===== src/rtl/tmem_read_responder.sv =====
// ---------------------------------------------------------------------------
// tmem_read_responder
//
// Responder end of a core's texture-memory (TMEM) read handshake. A core
// raises iTMEMDataRequest with an address. The X component (top WIDTH bits)
// gives a word address on the external TMEM bus. This block reads three
// consecutive words and returns them as one row {word0, word1, word2}. The
// row is held, with oTMEMDataAvailable high, until the core drops its request
// (four-phase handshake).
//
// Optional feature: define TMEM_LAST_TEXEL_CACHE_EN to keep the last
// completed row and its base address. A repeat request to the same base is
// then answered directly from that copy, with no bus traffic. Without the
// macro there is no storage and iCacheInvalidate is ignored.
//
// Ports:
//   Clock              rising-edge system clock
//   Reset              asynchronous active-low reset
//   iTMEMDataRequest   core read request (level)
//   iTMEMReadAddress   request address; only X[MEM_ADDR_W-1:0] is used
//   oTMEMReadData      returned row {word0, word1, word2}
//   oTMEMDataAvailable row valid (level, until the request drops)
//   oMemReadReq        external read request, held until iMemAck
//   oMemAddr           external word address
//   iMemAck            one-cycle acknowledge; iMemData valid with it
//   iMemData           external read data
//   iCacheInvalidate   clears the last-texel cache valid bit
//   oBusy              high whenever the FSM is not idle
//
// MEM_ADDR_W must not exceed WIDTH.
// ---------------------------------------------------------------------------
module tmem_read_responder #(
    parameter int WIDTH      = 32,
    parameter int MEM_ADDR_W = 20
) (
    input  logic                  Clock,
    input  logic                  Reset,
    input  logic                  iTMEMDataRequest,
    input  logic [3*WIDTH-1:0]    iTMEMReadAddress,
    output logic [3*WIDTH-1:0]    oTMEMReadData,
    output logic                  oTMEMDataAvailable,
    output logic                  oMemReadReq,
    output logic [MEM_ADDR_W-1:0] oMemAddr,
    input  logic                  iMemAck,
    input  logic [WIDTH-1:0]      iMemData,
    input  logic                  iCacheInvalidate,
    output logic                  oBusy
);

    typedef enum logic [1:0] {
        S_IDLE    = 2'd0,
        S_FETCH   = 2'd1,
        S_RESPOND = 2'd2,
        S_ABORT   = 2'd3
    } state_t;

    state_t                  state_q;
    logic [1:0]              k_q;
    logic [2*WIDTH-1:0]      partial_q;   // words 0 and 1 while the fetch runs
    logic [3*WIDTH-1:0]      rdata_q;
    logic                    avail_q;
    logic                    mem_req_q;
    logic [MEM_ADDR_W-1:0]   mem_addr_q;

    logic [MEM_ADDR_W-1:0]   req_base;
    assign req_base = iTMEMReadAddress[2*WIDTH +: MEM_ADDR_W];

`ifdef TMEM_LAST_TEXEL_CACHE_EN
    logic [MEM_ADDR_W-1:0]   base_q;
    logic [3*WIDTH-1:0]      cache_row_q;
    logic [MEM_ADDR_W-1:0]   cache_addr_q;
    logic                    cache_valid_q;
    logic                    cache_hit;
    assign cache_hit = cache_valid_q && (cache_addr_q == req_base);

    logic unused_inputs;
    assign unused_inputs = ^iTMEMReadAddress;
`else
    logic unused_inputs;
    assign unused_inputs = ^{iTMEMReadAddress, iCacheInvalidate};
`endif

    always_ff @(posedge Clock or negedge Reset) begin
        if (!Reset) begin
            state_q       <= S_IDLE;
            k_q           <= 2'd0;
            partial_q     <= '0;
            rdata_q       <= '0;
            avail_q       <= 1'b0;
            mem_req_q     <= 1'b0;
            mem_addr_q    <= '0;
`ifdef TMEM_LAST_TEXEL_CACHE_EN
            base_q        <= '0;
            cache_row_q   <= '0;
            cache_addr_q  <= '0;
            cache_valid_q <= 1'b0;
`endif
        end else begin
            case (state_q)
                S_IDLE: begin
                    if (iTMEMDataRequest) begin
`ifdef TMEM_LAST_TEXEL_CACHE_EN
                        base_q <= req_base;
                        if (cache_hit) begin
                            rdata_q <= cache_row_q;
                            avail_q <= 1'b1;
                            state_q <= S_RESPOND;
                        end else
`endif
                        begin
                            k_q        <= 2'd0;
                            mem_addr_q <= req_base;
                            mem_req_q  <= 1'b1;
                            state_q    <= S_FETCH;
                        end
                    end
                end

                S_FETCH: begin
                    if (!iTMEMDataRequest) begin
                        // An ack arriving with the drop completes the read in
                        // flight, so nothing is left outstanding.
                        if (iMemAck) begin
                            mem_req_q <= 1'b0;
                            state_q   <= S_IDLE;
                        end else begin
                            state_q   <= S_ABORT;
                        end
                    end else if (iMemAck) begin
                        if (k_q == 2'd2) begin
                            // Last word goes straight into the output row.
                            rdata_q   <= {partial_q, iMemData};
                            avail_q   <= 1'b1;
                            mem_req_q <= 1'b0;
                            state_q   <= S_RESPOND;
`ifdef TMEM_LAST_TEXEL_CACHE_EN
                            cache_row_q   <= {partial_q, iMemData};
                            cache_addr_q  <= base_q;
                            cache_valid_q <= 1'b1;
`endif
                        end else begin
                            if (k_q == 2'd0) begin
                                partial_q[2*WIDTH-1:WIDTH] <= iMemData;
                            end else begin
                                partial_q[WIDTH-1:0] <= iMemData;
                            end
                            k_q        <= k_q + 2'd1;
                            mem_addr_q <= mem_addr_q + MEM_ADDR_W'(1);
                        end
                    end
                end

                S_RESPOND: begin
                    if (!iTMEMDataRequest) begin
                        avail_q <= 1'b0;
                        state_q <= S_IDLE;
                    end
                end

                S_ABORT: begin
                    // Let the outstanding read finish; issue nothing further.
                    if (!mem_req_q) begin
                        state_q <= S_IDLE;
                    end else if (iMemAck) begin
                        mem_req_q <= 1'b0;
                        state_q   <= S_IDLE;
                    end
                end

                default: state_q <= S_IDLE;
            endcase

`ifdef TMEM_LAST_TEXEL_CACHE_EN
            // Placed after the case so invalidate overrides a same-cycle set.
            if (iCacheInvalidate) begin
                cache_valid_q <= 1'b0;
            end
`endif
        end
    end

    assign oTMEMReadData      = rdata_q;
    assign oTMEMDataAvailable = avail_q;
    assign oMemReadReq        = mem_req_q;
    assign oMemAddr           = mem_addr_q;
    assign oBusy              = (state_q != S_IDLE);

endmodule


===== config.mk =====
export PLATFORM = sky130hd
export DESIGN_NAME = tmem_read_responder
export DESIGN_NICKNAME = d
export VERILOG_FILES = /design/src/rtl/tmem_read_responder.sv
export SDC_FILE = /design/constraint.sdc
export NUM_CORES = 1
export LEC_CHECK = 0
export BUFFER_PORTS_ARGS = -buffer_cell sky130_fd_sc_hd__buf_2
export CAP_MARGIN = 15
export CORE_UTILIZATION = 45
export DETAILED_ROUTE_END_ITERATION = 10
export PLACE_DENSITY = 0.73
export SLEW_MARGIN = 20
export SYNTH_ARGS = -nofsm -noshare
export SYNTH_HDL_FRONTEND = slang
export SYNTH_SLANG_ARGS = --single-unit

===== constraint.sdc =====
create_clock -name Clock -period 5.4 [get_ports Clock]
set_input_delay 0.54 -clock Clock [delete_from_list [all_inputs] [get_ports Clock]]
set_output_delay 0.54 -clock Clock [all_outputs]
set_load 0.02 [all_outputs]

* Word level (Yosys, flattened, before mapping)
Cells that the tools add are included.
Word-level totals: flip-flop bits (word level) 186, output and inout bits 119, logic and storage cells 70
Operators by class: add/sub/neg operators 2, equality and inequality tests 13, mux-type cells 32, bitwise gates (word level) 2, reduce and logical (&&, ||, !) cells 13
Operators by type and width (count):
- 20-bit two-way mux | 4
- 20-bit case mux with 2 select lines | 1
- 5-bit AND reduction | 5
- 2-bit two-way mux | 12
- 20-bit by 1-bit adder with 20-bit output, second input constant | 1
- 2-bit inequality test, second input constant | 6
- 1-bit two-way mux | 11
- 3-bit inequality test, second input constant | 3
- 2-bit case mux with 4 select lines | 1
- 4-bit AND reduction | 2
- 2-bit == test, second input constant | 3
- 2-bit nonzero test | 3
- 2-bit zero test | 2
- 2-bit case mux with 2 select lines | 1
- 1-bit case mux with 3 select lines | 1
- 3-bit nonzero test | 1
- 2-bit by 1-bit adder with 2-bit output, second input constant | 1
- 2-bit by 1-bit == test with 1-bit output, second input constant | 1
- 1-bit inverter | 2
- 1-bit case mux with 2 select lines | 1

* Logic depth before layout (Yosys ltp)
depth in word-level cells 5, gate-level depth with buffers 8

* Least setup slack after synthesis
Ideal clock, no wire load.
kind flip-flop to flip-flop, from register mem_addr_q[0], in the netlist oMemAddr[0], to register mem_addr_q[18], in the netlist oMemAddr[18], arrival time 1612 ps, required time 5301 ps, slack 3689 ps, stages on the path, launching flop included 6, path buffers 0, period minus slack after synthesis 1711 ps, cell sequence dfrtp_1 -> ha_1 -> nand3_1 -> nor4_4 -> a311oi_1 -> a311oi_1
Between the ends: cells in the longest elaborated chain, start to end 5
RTL lines:
- start, declared | RTL line 63 | logic [MEM_ADDR_W-1:0] mem_addr_q;
- start signal, assigned | RTL line 112 | mem_addr_q <= req_base;
- start signal, assigned | RTL line 148 | mem_addr_q <= mem_addr_q + MEM_ADDR_W'(1);
- 20-bit by 1-bit adder with 20-bit output | RTL line 148
- 20-bit two-way mux | RTL line 130 | if (k_q == 2'd2) begin
- 20-bit two-way mux | RTL line 129 | end else if (iMemAck) begin
- 20-bit two-way mux | RTL line 120 | if (!iTMEMDataRequest) begin
- 20-bit case mux with 2 select lines | RTL line 99 | case (state_q)
Every way passes these cells. The select of a mux whose other input is x is not followed. A chain may end at the register's enable or synchronous reset.

* Worst setup path in the final report
from register state_q[0], to register rdata_q[36], in the netlist oTMEMReadData[36]
Between the ends: cells in the longest elaborated chain, start to end 2
RTL lines:
- start, declared | RTL line 57 | state_t state_q;
- start signal, assigned | RTL line 85 | state_q <= S_IDLE;
- start signal, assigned | RTL line 114 | state_q <= S_FETCH;
- start signal, assigned | RTL line 125 | state_q <= S_IDLE;
- 2-bit by 1-bit == test with 1-bit output | RTL line 99
- 4-bit AND reduction (no source line)
- end signal, assigned | RTL line 132 | rdata_q <= {partial_q, iMemData};
- end, declared | RTL line 60 | logic [3*WIDTH-1:0] rdata_q;
Every way passes these cells.

==> impl_results.html <==
<table>
<tr><th>Metric</th><th>Value</th></tr>
<tr><th colspan="2">Logic synthesis</th></tr>
<tr><td>Synthesis-stage register bit count</td><td>approximately 190</td></tr>
<tr><td>Async set-reset flop share out of synthesis</td><td>100%</td></tr>
<tr><td>Biggest area consumer among synthesized cells</td><td>sky130_fd_sc_hd__dfrtp_1</td></tr>
<tr><td>Number of flops mapped to enable cells by yosys</td><td>0</td></tr>
<tr><td>Synthesized Nets</td><td>674</td></tr>
<tr><td>Synthesized instance count</td><td>between 500 and 600</td></tr>
<tr><td>Cell types occupying the most area after synthesis</td><td>sky130_fd_sc_hd__dfrtp_1 (59%), sky130_fd_sc_hd__mux2_2 (13%), sky130_fd_sc_hd__mux2_4 (11%)</td></tr>
<tr><td>Summed instance area of the synthesized netlist</td><td>just under 0.008 mm^2</td></tr>
<tr><td>Most used flip-flop cell after synthesis</td><td>sky130_fd_sc_hd__dfrtp_1</td></tr>
<tr><td>Warnings from Yosys</td><td>0</td></tr>
<tr><td>Unique cell type count in the Yosys netlist</td><td>50</td></tr>
<tr><td>Post-synthesis sequential area ratio</td><td>approximately 60%</td></tr>
<tr><td>Syn avg cell area</td><td>14.7 um^2</td></tr>
<tr><td>Area share of the largest cell type after synthesis</td><td>approximately 60%</td></tr>
<tr><th colspan="2">Cells and area</th></tr>
<tr><td>Number of diodes</td><td>0</td></tr>
<tr><td>Net count of the finished layout</td><td>840</td></tr>
<tr><td>Final Non-Filler Cells</td><td>942</td></tr>
<tr><td>FILL cells</td><td>1440</td></tr>
<tr><td>Synth-to-layout area growth</td><td>20.7%</td></tr>
<tr><td>Fraction of layout instances using a drive strength above 1</td><td>52.3%</td></tr>
<tr><td>Final instance area</td><td>around 0.0095 mm^2</td></tr>
<tr><th colspan="2">Placed design</th></tr>
<tr><td>Worst-case setup slack after placement</td><td>~2.5 ns</td></tr>
<tr><td>Cell Area, Placed</td><td>0.00888 mm^2</td></tr>
<tr><td>Routability-driven placement congestion ratio</td><td>approximately 0.8</td></tr>
<tr><td>Number of I/O port buffers</td><td>approximately 170</td></tr>
<tr><td>Post-detailed-placement half-perimeter wirelength</td><td>roughly 11000 um</td></tr>
<tr><td>Number of placed cells counting well taps</td><td>between 900 and 1000</td></tr>
<tr><th colspan="2">Route</th></tr>
<tr><td>DRC viols</td><td>0</td></tr>
<tr><td>Total iterations of the first detailed-routing run</td><td>4</td></tr>
<tr><td>Average routed wire per standard cell</td><td>around 17 um</td></tr>
<tr><td>Detailed Route WL</td><td>about 16000 um</td></tr>
<tr><td>Average via count per standard cell</td><td>about 5.2</td></tr>
<tr><td>Post-DRT Antenna Nets</td><td>0</td></tr>
<tr><td>Overall via count from detail_route</td><td>just under 5000</td></tr>
<tr><td>DRT iter0 DRCs</td><td>roughly 200</td></tr>
<tr><th colspan="2">STA</th></tr>
<tr><td>Worst max-slew margin expressed relative to the limit</td><td>about two fifths</td></tr>
<tr><td>Final setup slack of the worst path</td><td>2.58 ns</td></tr>
<tr><td>Highest attainable clock frequency</td><td>~0.35 GHz</td></tr>
<tr><td>Clock skew</td><td>between 0.008 and 0.009 ns</td></tr>
<tr><td>RSZ-0062 raised after global routing</td><td>false</td></tr>
<tr><td>Max-slew violation count</td><td>0</td></tr>
<tr><td>TNS Setup</td><td>0 ns</td></tr>
<tr><td>Shortest clock period the worst path allows after layout</td><td>about 2.8 ns</td></tr>
<tr><td>Worst Max-Slew Pin Slew</td><td>between 0.9 and 1 ns</td></tr>
<tr><td>Share of the clock period used by the worst path after layout</td><td>a little over half</td></tr>
<tr><td>Hold slack final</td><td>about 0.14 ns</td></tr>
<tr><td>Number of failing setup endpoints in the final timing report</td><td>0</td></tr>
<tr><td>Hold Fails Final Rpt</td><td>0</td></tr>
<tr><th colspan="2">Floorplanning</th></tr>
<tr><td>Die Span Y</td><td>about 130 um</td></tr>
<tr><td>Initial Utilization</td><td>between 40% and 50%</td></tr>
<tr><td>Floorplan Core Area</td><td>between 0.015 and 0.02 mm^2</td></tr>
<tr><td>Overall die area</td><td>between 0.015 and 0.02 mm^2</td></tr>
<tr><td>Number of placement rows</td><td>48</td></tr>
<tr><td>Horizontal extent of the die</td><td>around 130 um</td></tr>
<tr><td># IOs</td><td>~250</td></tr>
<tr><th colspan="2">Power and ir drop</th></tr>
<tr><td>Highest ir drop seen on vdd</td><td>between 200 and 300 uV</td></tr>
<tr><td>Leakage power</td><td>4.83 nW</td></tr>
<tr><td>Combinational Power Share</td><td>a little over a third</td></tr>
<tr><td>Internal power</td><td>about 3.7 mW</td></tr>
<tr><td>Fraction of power consumed by the clock network</td><td>between 20% and 30%</td></tr>
<tr><td>Areal power density over the cells</td><td>approximately 600 mW/mm^2</td></tr>
<tr><td>Fraction of power spent switching nets</td><td>between 30% and 40%</td></tr>
<tr><td>Sequential share of power</td><td>41.4%</td></tr>
<tr><td>Sw Pwr</td><td>around 2 mW</td></tr>
<tr><th colspan="2">Worst setup path</th></tr>
<tr><td>Required time of the critical path</td><td>~5.7 ns</td></tr>
<tr><td>Critical path startpoint category</td><td>register</td></tr>
<tr><td>Sequence of cells on the critical path</td><td>and4b_1 &gt; nand2_4 &gt; buf_4 &gt; mux2_2</td></tr>
<tr><td>Worst path buffer plus inverter count</td><td>1</td></tr>
<tr><td>Crit. End Element</td><td>register</td></tr>
<tr><td>Setup Crit Path Kind</td><td>register to register</td></tr>
<tr><td>Worst path top cell family by delay</td><td>simple AND/OR/NAND/NOR gates</td></tr>
<tr><td>Worst path max stage delay</td><td>about 0.66 ns</td></tr>
<tr><td>Critical Path Slowest Stage Cell</td><td>sky130_fd_sc_hd__nand2_4</td></tr>
<tr><td>Crit path max fanout</td><td>between 50 and 60</td></tr>
<tr><td>Arrival time reported for the critical path endpoint</td><td>roughly 3.1 ns</td></tr>
<tr><th colspan="2">Min path</th></tr>
<tr><td>Path category of the worst min-delay check</td><td>input pin to asynchronous set/reset pin</td></tr>
<tr><th colspan="2">Global route</th></tr>
<tr><td>All-layer global routing usage</td><td>about a fifth</td></tr>
<tr><td>Wire length of the first global-routing pass</td><td>26400 um</td></tr>
<tr><td>Pin count of the biggest net entering global routing</td><td>88</td></tr>
<tr><td>Via count of the first global-routing pass</td><td>~5000</td></tr>
<tr><td>Number of antenna violations at the first check in global routing</td><td>0</td></tr>
<tr><td>Overall overflow remaining after global route</td><td>0</td></tr>
<tr><th colspan="2">Clock tree</th></tr>
<tr><td>Resized cells post-CTS</td><td>0</td></tr>
<tr><td>Root Buffer Master</td><td>sky130_fd_sc_hd__clkbuf_16</td></tr>
<tr><td>Clock tree from TritonCTS</td><td>yes</td></tr>
<tr><td>Clock sink count</td><td>roughly 190</td></tr>
<tr><td>Insertion delay of the later-clocked pin in the worst-skew pair</td><td>0.42 ns</td></tr>
<tr><td>Buffers from clock root to sink, at most</td><td>2</td></tr>
<tr><td>Buffers inserted during post-CTS setup optimization</td><td>0</td></tr>
<tr><td>Clock-pin transition on the worst setup and hold timing paths</td><td>roughly 0.070 ns</td></tr>
<tr><td>CTS H-tree depth</td><td>4</td></tr>
<tr><td>Count of hold buffers inserted by post-cts repair</td><td>0</td></tr>
<tr><td>CTS Buf Count</td><td>17</td></tr>
<tr><th colspan="2">Run status</th></tr>
<tr><td>Run status</td><td>finished, final reports clean</td></tr>
<tr><th colspan="2">Run</th></tr>
<tr><td>Max-cap violation count</td><td>0</td></tr>
</table>
-- flip-flops by register name, summed over array words and instances (netlist names) --
name                count
oMemAddr               20
k_q                     2
oTMEMReadData          96
state_q                 2
partial_q              64
oTMEMDataAvailable      1
oMemReadReq             1
-- routing by layer --
layer,vias to the layer above,GRT usage [%],wire length [um]
met5,-,0,0
met4,0,5.24,215
met3,15,4.62,767
met2,144,29.8,7990
met1,2517,25.4,7480
li1,2269,-,-
-- cells in the final DEF, fill, tap and decap left out, types with 3 or more instances in the layout --
cell / count
sky130_fd_sc_hd__o21ai_0: 16
sky130_fd_sc_hd__nor2_1: 10
sky130_fd_sc_hd__buf_2: 173
sky130_fd_sc_hd__mux2_2: 93
sky130_fd_sc_hd__ha_1: 3
sky130_fd_sc_hd__nand2_1: 15
sky130_fd_sc_hd__mux2_4: 59
sky130_fd_sc_hd__dfrtp_1: 186
sky130_fd_sc_hd__inv_1: 7
sky130_fd_sc_hd__and3_1: 3
sky130_fd_sc_hd__o22a_1: 6
sky130_fd_sc_hd__a2bb2oi_1: 3
sky130_fd_sc_hd__clkbuf_16: 17
sky130_fd_sc_hd__bufinv_16: 4
sky130_fd_sc_hd__nand3_1: 11
sky130_fd_sc_hd__nand2b_1: 5
sky130_fd_sc_hd__buf_4: 6
sky130_fd_sc_hd__inv_6: 3
sky130_fd_sc_hd__nand4_1: 9
sky130_fd_sc_hd__nor3_1: 7
sky130_fd_sc_hd__mux2_1: 8
sky130_fd_sc_hd__o22ai_1: 3
sky130_fd_sc_hd__a21oi_1: 21
sky130_fd_sc_hd__a311oi_1: 3
-- cell families after synthesis --
| family | share of synthesized area [%] |
|---|---|
| buffers and inverters | 3.28 |
| adder cells (fa/ha/maj) | 0.475 |
| flip-flops | 58.9 |
| AO/OA/AOI/OAI | 5.37 |
| AND/OR/NAND/NOR | 6.22 |
| multiplexers | 25.7 |
-- stage by stage --
step / util [%] / total power [mW]
global placement: 51.5 / 4.33
finish: 55.3 / 5.78
detailed placement: 51.5 / 4.46
global route: 55.3 / 6.11
floorplan: - / 3.79
CTS: 55.3 / 5.84
-- final timing paths --
kind / start / end / slack [ns] / cells past startpoint
setup reg to reg: state_q[0] / oTMEMReadData[36] / 2.58 / 4
setup / recovery: state_q[0] / oTMEMReadData[36] / 2.58 / 4
min in group Clock: iMemData[3] / partial_q[3] / 0.37 / 2
hold reg to reg: partial_q[3] / partial_q[3] / 0.49 / 1
hold / removal: Reset / oTMEMReadData[66] / 0.14 / 1
max in group asynchronous: Reset / oMemAddr[11] / 3.98 / 2
-- cell type report --
type                            count  area (um^2)  share of cell area, %
Sequential cell                   186         4650                   48.8
Multi-Input combinational cell    312         2990                   31.4
Timing Repair Buffer              180          922                   9.67
Clock buffer                       17          425                   4.46
Tap cell                          225          282                   2.95
Clock inverter                     15          231                   2.43
Inverter                            7         26.3                  0.276
-- Yosys cell counts (5+ instances only) --
cell / count
sky130_fd_sc_hd__mux2_1: 8
sky130_fd_sc_hd__a21oi_1: 21
sky130_fd_sc_hd__nand2b_1: 5
sky130_fd_sc_hd__mux2_4: 59
sky130_fd_sc_hd__clkbuf_1: 8
sky130_fd_sc_hd__mux2_2: 93
sky130_fd_sc_hd__buf_6: 12
sky130_fd_sc_hd__nor3_1: 7
sky130_fd_sc_hd__o22a_1: 6
sky130_fd_sc_hd__nor2_1: 10
sky130_fd_sc_hd__nand2_1: 15
sky130_fd_sc_hd__inv_1: 7
sky130_fd_sc_hd__o21ai_0: 16
sky130_fd_sc_hd__nand4_1: 9
sky130_fd_sc_hd__buf_2: 12
sky130_fd_sc_hd__dfrtp_1: 186
sky130_fd_sc_hd__nand3_1: 11
-- power groups by stage --
stage,clock [mW],sequential [mW],combinational (mW)
final,1.37,2.39,2.02
after CTS,1.40,2.40,2.04
after global placement,0,2.36,1.97
after floorplan,0,2.74,1.05
after global routing,1.46,2.48,2.17
after detailed placement,0,2.42,2.04
No activity file was read; power rests on OpenSTA's default activity.
